## src/rtl/tero_seq_pkg.sv

```systemverilog
// Shared types and defaults for the TERO pair sequencer.
package tero_seq_pkg;

  typedef enum logic [1:0] {IDLE, RUN, DONE, ERR} state_t;

  localparam int unsigned GRP_W_DEF  = 4;
  localparam int unsigned N_BANK_DEF = 10;
  localparam int unsigned LANE_W_DEF = 3;
  localparam int unsigned TERO_W_DEF = 12;
  localparam int unsigned CH_W_DEF   = 8;

  // Number of unordered group pairs that fit in the challenge encoding.
  function automatic int unsigned n_pairs(input int unsigned grp_w);
    return ((32'd1 << grp_w) / 2) * ((32'd1 << grp_w) - 1);
  endfunction

endpackage

```

## src/rtl/tero_pair_decode.sv

```systemverilog
// Combinational challenge -> TERO group pair (i,j) decoder with range check.
module tero_pair_decode
  import tero_seq_pkg::*;
#(
  parameter int unsigned GRP_W = GRP_W_DEF,
  parameter int unsigned CH_W  = 2 * GRP_W
) (
  input  logic [CH_W-1:0]  ch,
  output logic [GRP_W-1:0] grp_i,
  output logic [GRP_W-1:0] grp_j,
  output logic             valid
);

  logic [GRP_W-1:0] a, b, c;
  logic [GRP_W:0]   d;

  always_comb begin
    a = ch[CH_W-1:GRP_W];
    b = ch[GRP_W-1:0];
    c = a + GRP_W'(1);
    d = {1'b0, b} + {1'b0, c};
    // A carry folds the triangle index back onto the complementary row.
    if (d[GRP_W]) begin
      grp_i = ~c;
      grp_j = b;
    end else begin
      grp_i = a;
      grp_j = d[GRP_W-1:0];
    end
    valid = (32'(ch) < n_pairs(GRP_W));
  end

endmodule

```

## src/rtl/tero_pair_seq.sv

```systemverilog
// Streams every TERO index of a decoded group pair over valid/ready.
// Optional `TERO_SEQ_TAG_EN adds side/bank/lane tag outputs.
module tero_pair_seq
  import tero_seq_pkg::*;
#(
  parameter int unsigned GRP_W  = GRP_W_DEF,
  parameter int unsigned N_BANK = N_BANK_DEF,
  parameter int unsigned LANE_W = LANE_W_DEF,
  parameter int unsigned TERO_W = TERO_W_DEF,
  parameter int unsigned CH_W   = CH_W_DEF
) (
  input  logic              clk,
  input  logic              reset_n,
  input  logic              start,
  input  logic              abort,
  input  logic [CH_W-1:0]   challenge_in,
  output logic [TERO_W-1:0] tero_idx,
  output logic              tero_valid,
  input  logic              tero_ready,
  output logic              tero_last,
  output logic              busy,
  output logic              done,
  output logic              err
`ifdef TERO_SEQ_TAG_EN
  ,
  output logic                                        tag_side,
  output logic [((N_BANK > 1) ? $clog2(N_BANK) : 1)-1:0] tag_bank,
  output logic [LANE_W-1:0]                           tag_lane
`endif
);

  localparam int unsigned N_GRP       = 32'd1 << GRP_W;
  localparam int unsigned BANK_W      = (N_BANK > 1) ? $clog2(N_BANK) : 1;
  localparam int unsigned BANK_STRIDE = N_GRP << LANE_W;

  state_t              state_q, state_d;
  logic                side_q, side_d;
  logic [LANE_W-1:0]   lane_q, lane_d;
  logic [BANK_W-1:0]   bank_q, bank_d;
  logic [GRP_W-1:0]    gi_q, gi_d, gj_q, gj_d;
  logic [TERO_W-1:0]   idx_q, idx_d;
  logic                valid_q, valid_d;
  logic                last_q, last_d;
  logic [GRP_W-1:0]    dec_i, dec_j;
  logic                dec_valid;

  tero_pair_decode #(
    .GRP_W(GRP_W),
    .CH_W (CH_W)
  ) u_decode (
    .ch   (challenge_in),
    .grp_i(dec_i),
    .grp_j(dec_j),
    .valid(dec_valid)
  );

  function automatic logic [TERO_W-1:0] tero_index(input logic [GRP_W-1:0]  g,
                                                   input logic [BANK_W-1:0] k,
                                                   input logic [LANE_W-1:0] l);
    return (TERO_W'(g) << LANE_W) + TERO_W'(k) * TERO_W'(BANK_STRIDE) + TERO_W'(l);
  endfunction

  always_comb begin
    state_d = state_q;
    side_d  = side_q;
    lane_d  = lane_q;
    bank_d  = bank_q;
    gi_d    = gi_q;
    gj_d    = gj_q;
    idx_d   = idx_q;
    valid_d = valid_q;
    last_d  = last_q;
    case (state_q)
      RUN: begin
        if (abort) begin
          state_d = IDLE;
          valid_d = 1'b0;
          last_d  = 1'b0;
        end else if (valid_q && tero_ready) begin
          if (last_q) begin
            state_d = DONE;
            valid_d = 1'b0;
            last_d  = 1'b0;
          end else begin
            // Bank is the fastest counter, then lane, then side.
            if (bank_q == BANK_W'(N_BANK - 1)) begin
              bank_d = '0;
              if (lane_q == '1) begin
                lane_d = '0;
                side_d = 1'b1;
              end else begin
                lane_d = lane_q + LANE_W'(1);
              end
            end else begin
              bank_d = bank_q + BANK_W'(1);
            end
            idx_d  = tero_index(side_d ? gj_q : gi_q, bank_d, lane_d);
            last_d = side_d && (lane_d == '1) && (bank_d == BANK_W'(N_BANK - 1));
          end
        end
      end
      default: begin
        if (start) begin
          gi_d   = dec_i;
          gj_d   = dec_j;
          side_d = 1'b0;
          lane_d = '0;
          bank_d = '0;
          last_d = 1'b0;
          if (dec_valid) begin
            state_d = RUN;
            valid_d = 1'b1;
            idx_d   = tero_index(dec_i, '0, '0);
          end else begin
            state_d = ERR;
            valid_d = 1'b0;
          end
        end
      end
    endcase
  end

  always_ff @(posedge clk) begin
    if (!reset_n) begin
      state_q <= IDLE;
      side_q  <= 1'b0;
      lane_q  <= '0;
      bank_q  <= '0;
      gi_q    <= '0;
      gj_q    <= '0;
      idx_q   <= '0;
      valid_q <= 1'b0;
      last_q  <= 1'b0;
    end else begin
      state_q <= state_d;
      side_q  <= side_d;
      lane_q  <= lane_d;
      bank_q  <= bank_d;
      gi_q    <= gi_d;
      gj_q    <= gj_d;
      idx_q   <= idx_d;
      valid_q <= valid_d;
      last_q  <= last_d;
    end
  end

  assign tero_idx   = idx_q;
  assign tero_valid = valid_q;
  assign tero_last  = last_q;
  assign busy       = (state_q == RUN);
  assign done       = (state_q == DONE);
  assign err        = (state_q == ERR);

`ifdef TERO_SEQ_TAG_EN
  // The counters always describe the beat currently held in tero_idx.
  assign tag_side = side_q;
  assign tag_bank = bank_q;
  assign tag_lane = lane_q;
`endif

endmodule
```

## config.mk

```make
export PLATFORM = sky130hd
export DESIGN_NAME = tero_pair_seq
export DESIGN_NICKNAME = d
export VERILOG_FILES = /design/src/rtl/tero_seq_pkg.sv /design/src/rtl/tero_pair_decode.sv /design/src/rtl/tero_pair_seq.sv
export SDC_FILE = /design/constraint.sdc
export NUM_CORES = 1
export LEC_CHECK = 0
export ABC_AREA = 1
export CORE_MARGIN = 2
export CORE_UTILIZATION = 45
export DETAILED_ROUTE_END_ITERATION = 16
export PLACE_DENSITY = 0.69
export SLEW_MARGIN = 40
export SYNTH_ARGS = -nofsm -noshare
export SYNTH_HDL_FRONTEND = slang
export SYNTH_SLANG_ARGS = --single-unit
```

## constraint.sdc

```tcl
create_clock -name clk -period 5.4 [get_ports clk]
set_clock_uncertainty 0.15 [all_clocks]
set_input_delay 0.81 -clock clk [delete_from_list [all_inputs] [get_ports clk]]
set_output_delay 0.81 -clock clk [all_outputs]
set_load 0.01 [all_outputs]
```

== Yosys cells after proc, flatten, opt, wreduce, memory -nomap -nowiden ==
Cells that the tools add are included.
Cells by class
  add/sub/neg operators: 6
  magnitude comparators: 1
  eq/ne operators: 12
  muxes and demuxes: 57
  bitwise operators: 2
  reduce and logical (&&, ||, !) cells: 10
Operators with widths (number)
  $mux 12: 6
  $mux 4: 13
  $mux 3: 11
  $mux 1: 21
  $add 12x3->12: 1
  $add 7x11->12: 1
  $mux 2: 6
  $add 4x1->4 const B: 2
  $eq 4x4->1 const B: 2
  $lt 8x7->1 const B: 1
  $eq 3x3->1 const B: 2
  $ne 3x2->1 const B: 2
  $add 4x4->5: 1
  $reduce_and 5->1: 1
  $eq 2x2->1 const B: 2
  $ne 2x2->1 const B: 2
  $not 4->4: 1
  $reduce_and 2->1: 2
  $reduce_and 4->1: 1
  $reduce_bool 2->1: 2
  $add 3x1->3 const B: 1
  $logic_and 1x1->1: 3
  $reduce_and 3->1: 1
  $eq 2x1->1 const B: 1
  2 further kinds: 2
Word-level totals
  flip-flop bits (word level): 32
  input port bits: 13
  output and inout port bits: 17
  word-level logic and storage cells: 97

== Longest topological paths before layout ==
  depth after elaboration: 14
  depth in mapped cells: 11
  gate-level depth less buffers: 11

== Cells and area by module ==
Synthesis repeated with hierarchy kept, for this count alone.
Second synthesis, totals
  cell total of the unflattened synthesis: 259
  area total of the unflattened synthesis: 1806.7 um^2
By module, submodules not included
  tero_pair_seq: instances 1, cells each 209, area an instance 1485.2 um^2, sequential area each 620.6 um^2
  tero_pair_decode: instances 1, cells each 50, area an instance 321.6 um^2, sequential area each 0.0 um^2

== Least setup slack after synthesis ==
OpenSTA, ideal clock, no wires.
  kind: input port to flip-flop
  start: input port challenge_in[4]
  end: register gj_q[3]
  setup time: 0.135 ns
  data arrival time: 2.144 ns
  path slack: 2.971 ns
  stages: 8
  buffers on the path: 0
  cells stage by stage: ha_1 fa_1 nand3_1 nand2_1 inv_1 nand3_1 nand2_1 a21oi_1
On the way
  word-level cells in the longest chain between the ends: 3
Ends and longest elaborated chain
  start, declared: RTL line tero_pair_seq.sv:16  | input logic [CH_W-1:0] challenge_in,
  $add 4x1->4: RTL line tero_pair_decode.sv:20  | c = a + GRP_W'(1);
  $add 4x4->5: RTL line tero_pair_decode.sv:21  | d = {1'b0, b} + {1'b0, c};
  $mux 4: RTL line tero_pair_decode.sv:23  | if (d[GRP_W]) begin
  end signal, assigned: RTL line tero_pair_seq.sv:140  | gj_q <= gj_d;
  end, declared: RTL line tero_pair_seq.sv:40  | logic [GRP_W-1:0] gi_q, gi_d, gj_q, gj_d;
Every way passes these cells.
A chain may end at the register's enable or synchronous reset.

== Worst setup path after layout ==
  start: input port challenge_in[4]
  end: register idx_q[4] (netlist: tero_idx[4])
On the way
  word-level cells in the longest chain between the ends: 6
  elaborated cells on any way between the ends: 10
  classes of those cells: 2 x add/sub; 1 x order compare; 4 x mux; 1 x bitwise; 2 x reduce/logical
Ends and longest elaborated chain
  $add 4x1->4: RTL line tero_pair_decode.sv:20
  $add 4x4->5 or $not 4->4 (tied branches): RTL line tero_pair_decode.sv:21, tero_pair_decode.sv:24
  $mux 4: RTL line tero_pair_decode.sv:23
  $mux 12: RTL line tero_pair_seq.sv:110  | if (dec_valid) begin
  $mux 12: RTL line tero_pair_seq.sv:103  | if (start) begin
  $mux 12: RTL line tero_pair_seq.sv:73  | case (state_q)
  end signal, assigned: RTL line tero_pair_seq.sv:141  | idx_q <= idx_d;
  end, declared: RTL line tero_pair_seq.sv:41  | logic [TERO_W-1:0] idx_q, idx_d;
Several ways; a longest one is shown, not always the timed one. The select of a mux whose other input is x is not followed.

==> Flow_metrics.wiki <==
{| class="wikitable"
! Metric !! Value
|-
| Status || completed
|-
| Hold Violations, Final || 0
|-
| Crit path time final || 2.84 ns
|-
| Worst relative slew slack || 0.511
|-
| Lkg Pwr || 0.00106 uW
|-
| Post-Synthesis Cell Area || 1850 um^2
|-
| Worst hold slack || 0.310 ns
|-
| Total of cells resized after clock tree synthesis || 0
|-
| Std-Cell Core Area || 3970 um^2
|-
| Via count of the first global-routing pass || ~1,500
|-
| Top cell type's share of synthesized area || 0.336
|-
| Share of the yosys chip area belonging to registers || 0.336
|-
| Port-buffer cells || 28
|-
| Warning count from the yosys run || 0
|-
| Total via count after detailed routing || 1,752
|-
| Die span in x || 68.1 um
|-
| Combinational group share of total power || 0.207
|-
| Final setup fails || 0
|-
| Number of rows in the core area || 23
|-
| Area leader, netlist || dfxtp_1
|-
| Max-slew violation count || 0
|-
| Die Y || 68.1 um
|-
| Clock power frac || 0.367
|-
| Synthesis-to-layout area growth || 22.0%
|-
| Global-route wire length before repair || around 6500 um
|-
| Total congestion overflow after global routing || 0
|-
| Chain of cells forming the critical path || clkdlybuf4s50_1 > ha_1 > xor2_1 > ha_1 > nand3_1 > nand2_1 > nand2_1 > nand3_1 > nand3_1 > nand2_1 > inv_1
|-
| Peak per-stage delay on the critical path || 0.49 ns
|-
| Initial standard-cell utilization of the core || 0.466
|-
| Clock tree from TritonCTS || done
|-
| Area of the die || 4640 um^2
|-
| Post-CTS Hold Fix Bufs || 0
|-
| Antenna Nets Post-Route || 0
|-
| Clock input transition at the sequential cells of the worst setup and hold paths || 0.06 ns
|-
| Sequential Power Share || 0.426
|-
| Root buf cell || clkbuf_8
|-
| Internal Dissipation || 426 uW
|-
| Routed len/inst || 10.9 um
|-
| Highest clock rate || 0.352 GHz
|-
| Post-DR vias/cell || 4.89
|-
| Maximum root-to-sink buffer count || 2
|-
| Number of H-tree levels || 2
|-
| Total global routing track utilization || 0.184
|-
| Slew @ Worst Pin || 0.733 ns
|-
| Required time of the critical path || 5.43 ns
|-
| Layout cells sized above 1 || 0.0617
|-
| Arrival time reported for the critical path endpoint || 2.87 ns
|-
| Number of instances in the synthesized netlist || between 200 and 300
|-
| Max IR drop VDD || approximately 0.16 mV
|-
| Crit-path max FO || 8
|-
| Worst hold path class || register to register
|-
| Unique masters post-synth || 27
|-
| Number of register bits inferred by synthesis || 31
|-
| CTS buffer count || 5
|-
| Library cell contributing the largest single delay on the critical path || clkdlybuf4s50_1
|-
| Critical path capture point type || register
|-
| Power density cells || 260 nW/um^2
|-
| Final Net Count || 332
|-
| Top-level I/O count || 30
|-
| Largest net degree at the start of global routing || 23
|-
| Drt total wl || 3890 um
|-
| Number of DRC violations after detailed routing || 0
|-
| Antenna diode instance count || 0
|-
| Syn_area_per_cell || between 6 and 7 um^2
|-
| Final cycle utilization of the critical path || 0.526
|-
| Setup repair after global routing missed its margin || no
|-
| Setup bufs post-CTS || 0
|-
| Switching component of the power || 160 uW
|-
| Total Negative Setup Slacks || 0 ns
|-
| Dominant cells by area after synthesis || dfxtp_1 (34%), nand2_1 (17%), inv_1 (10%)
|-
| Initial antenna violation count || 0
|-
| Switching power share of the total || 0.273
|-
| Routability cong. || 0.871
|-
| Critical path launch point type || input pin
|-
| Sinks on Clock Net || 31
|-
| WS Path Type || input pin to register
|-
| Detailed-routing iteration count for the pre-antenna-repair pass || 5
|-
| Net count after synthesis || slightly above 300
|-
| First-iteration detailed-routing DRC count || 71
|-
| Clk_lat worst skew || 0.27 ns
|-
| Max-capacitance violation count || 0
|-
| Hpwl dp || 2960 um
|}
## sequential cells by signal (all words and copies together), names as in the netlist
name,flops
gi_q,4
lane_q,3
bank_q,4
gj_q,4
state_q,2
tero_idx,11
tero_last,1
tero_valid,1
side_q,1
## power by group through the flow
stage | sequential, uW | combinational (uW) | clock [uW]
after floorplan | 255 | 81.8 | 0
after global placement | 255 | 121 | 0
after detailed placement | 255 | 121 | 0
after CTS | 250 | 122 | 221
after global routing | 251 | 137 | 230
final | 250 | 121 | 215
## metrics by stage
stage | cells | utilization | power, uW | setup slack (ns) | cell area, um^2
floorplan | 279 | - | 337 | 2.97 | 1850
detailed placement | 351 | 0.542 | 376 | 2.27 | 2150
global placement | 351 | 0.542 | 376 | 2.31 | 2150
global route | 358 | 0.568 | 618 | 2.35 | 2260
finish | 358 | 0.568 | 587 | 2.56 | 2260
CTS | 358 | 0.568 | 593 | 2.55 | 2260
## cell type report
class                           instances  area [um^2]
Tap cell                               50         62.6
Sequential cell                        31          621
Timing Repair Buffer                   28          280
Fill cell                             407         1720
Clock buffer                            6         72.6
Inverter                               52          195
Multi-Input combinational cell        190          995
Clock inverter                          1         30.0
## synth_stat cells (all sizes together)
library cell / n
nand2: 86
inv: 52
nand3: 36
dfxtp: 31
a21oi: 27
nor2: 13
ha: 10
o211ai: 6
buf: 4
nand4: 3
o21ai: 3
clkbuf: 2
xor2: 2
conb: 1
fa: 1
nor3: 1
xnor2: 1
## kinds of logic after synthesis
kind of cell	count (synthesis)	synth area share
flops	31	0.336
fa+ha+maj	11	0.0785
other cells	1	0.00203
simple gates	139	0.332
buf+inv	58	0.127
compound gates	36	0.112
xor+xnor	3	0.0142
## critical path: cells and delay by family
family / cells / cell delay [ns]
adder cells (fa/ha/maj): 2 / 0.61
AND/OR/NAND/NOR: 6 / 0.75
buffers and inverters: 2 / 0.53
XOR/XNOR: 1 / 0.16
## routing by layer
layer | share of wire | vias to the layer above | wire (um) | global-route usage
li1 | - | 933 | - | -
met1 | 0.50 | 778 | 1930 | 0.249
met2 | 0.44 | 37 | 1730 | 0.290
met3 | 0.050 | 4 | 194 | 0.0543
met4 | 0.0087 | 0 | 34 | 0.0375
met5 | 0 | - | 0 | 0
## cells in the final DEF (no fill, tap or decap)
| cell | instances |
|---|---|
| a21oi_1 | 24 |
| a21oi_2 | 3 |
| bufinv_16 | 1 |
| clkbuf_1 | 1 |
| clkbuf_8 | 5 |
| clkdlybuf4s50_1 | 28 |
| conb_1 | 1 |
| dfxtp_1 | 31 |
| fa_1 | 1 |
| ha_1 | 10 |
| inv_1 | 50 |
| inv_2 | 2 |
| nand2_1 | 82 |
| nand2_2 | 3 |
| nand2_4 | 1 |
| nand3_1 | 35 |
| nand3_2 | 1 |
| nand4_1 | 3 |
| nor2_1 | 10 |
| nor2_2 | 1 |
| nor2_4 | 2 |
| nor3_1 | 1 |
| o211ai_1 | 6 |
| o21ai_0 | 2 |
| o21ai_1 | 1 |
| xnor2_1 | 1 |
| xor2_1 | 2 |
## final timing paths
check	start	to	slack [ns]	depth (start not counted)
max reg2reg	lane_q[1]	tero_idx[4]	3.67	9
min reg2reg	tero_idx[2]	tero_idx[2]	0.31	2
min	tero_idx[2]	tero_idx[2]	0.31	2
max	challenge_in[4]	tero_idx[4]	2.56	11
(Power assumes the default switching activity.)
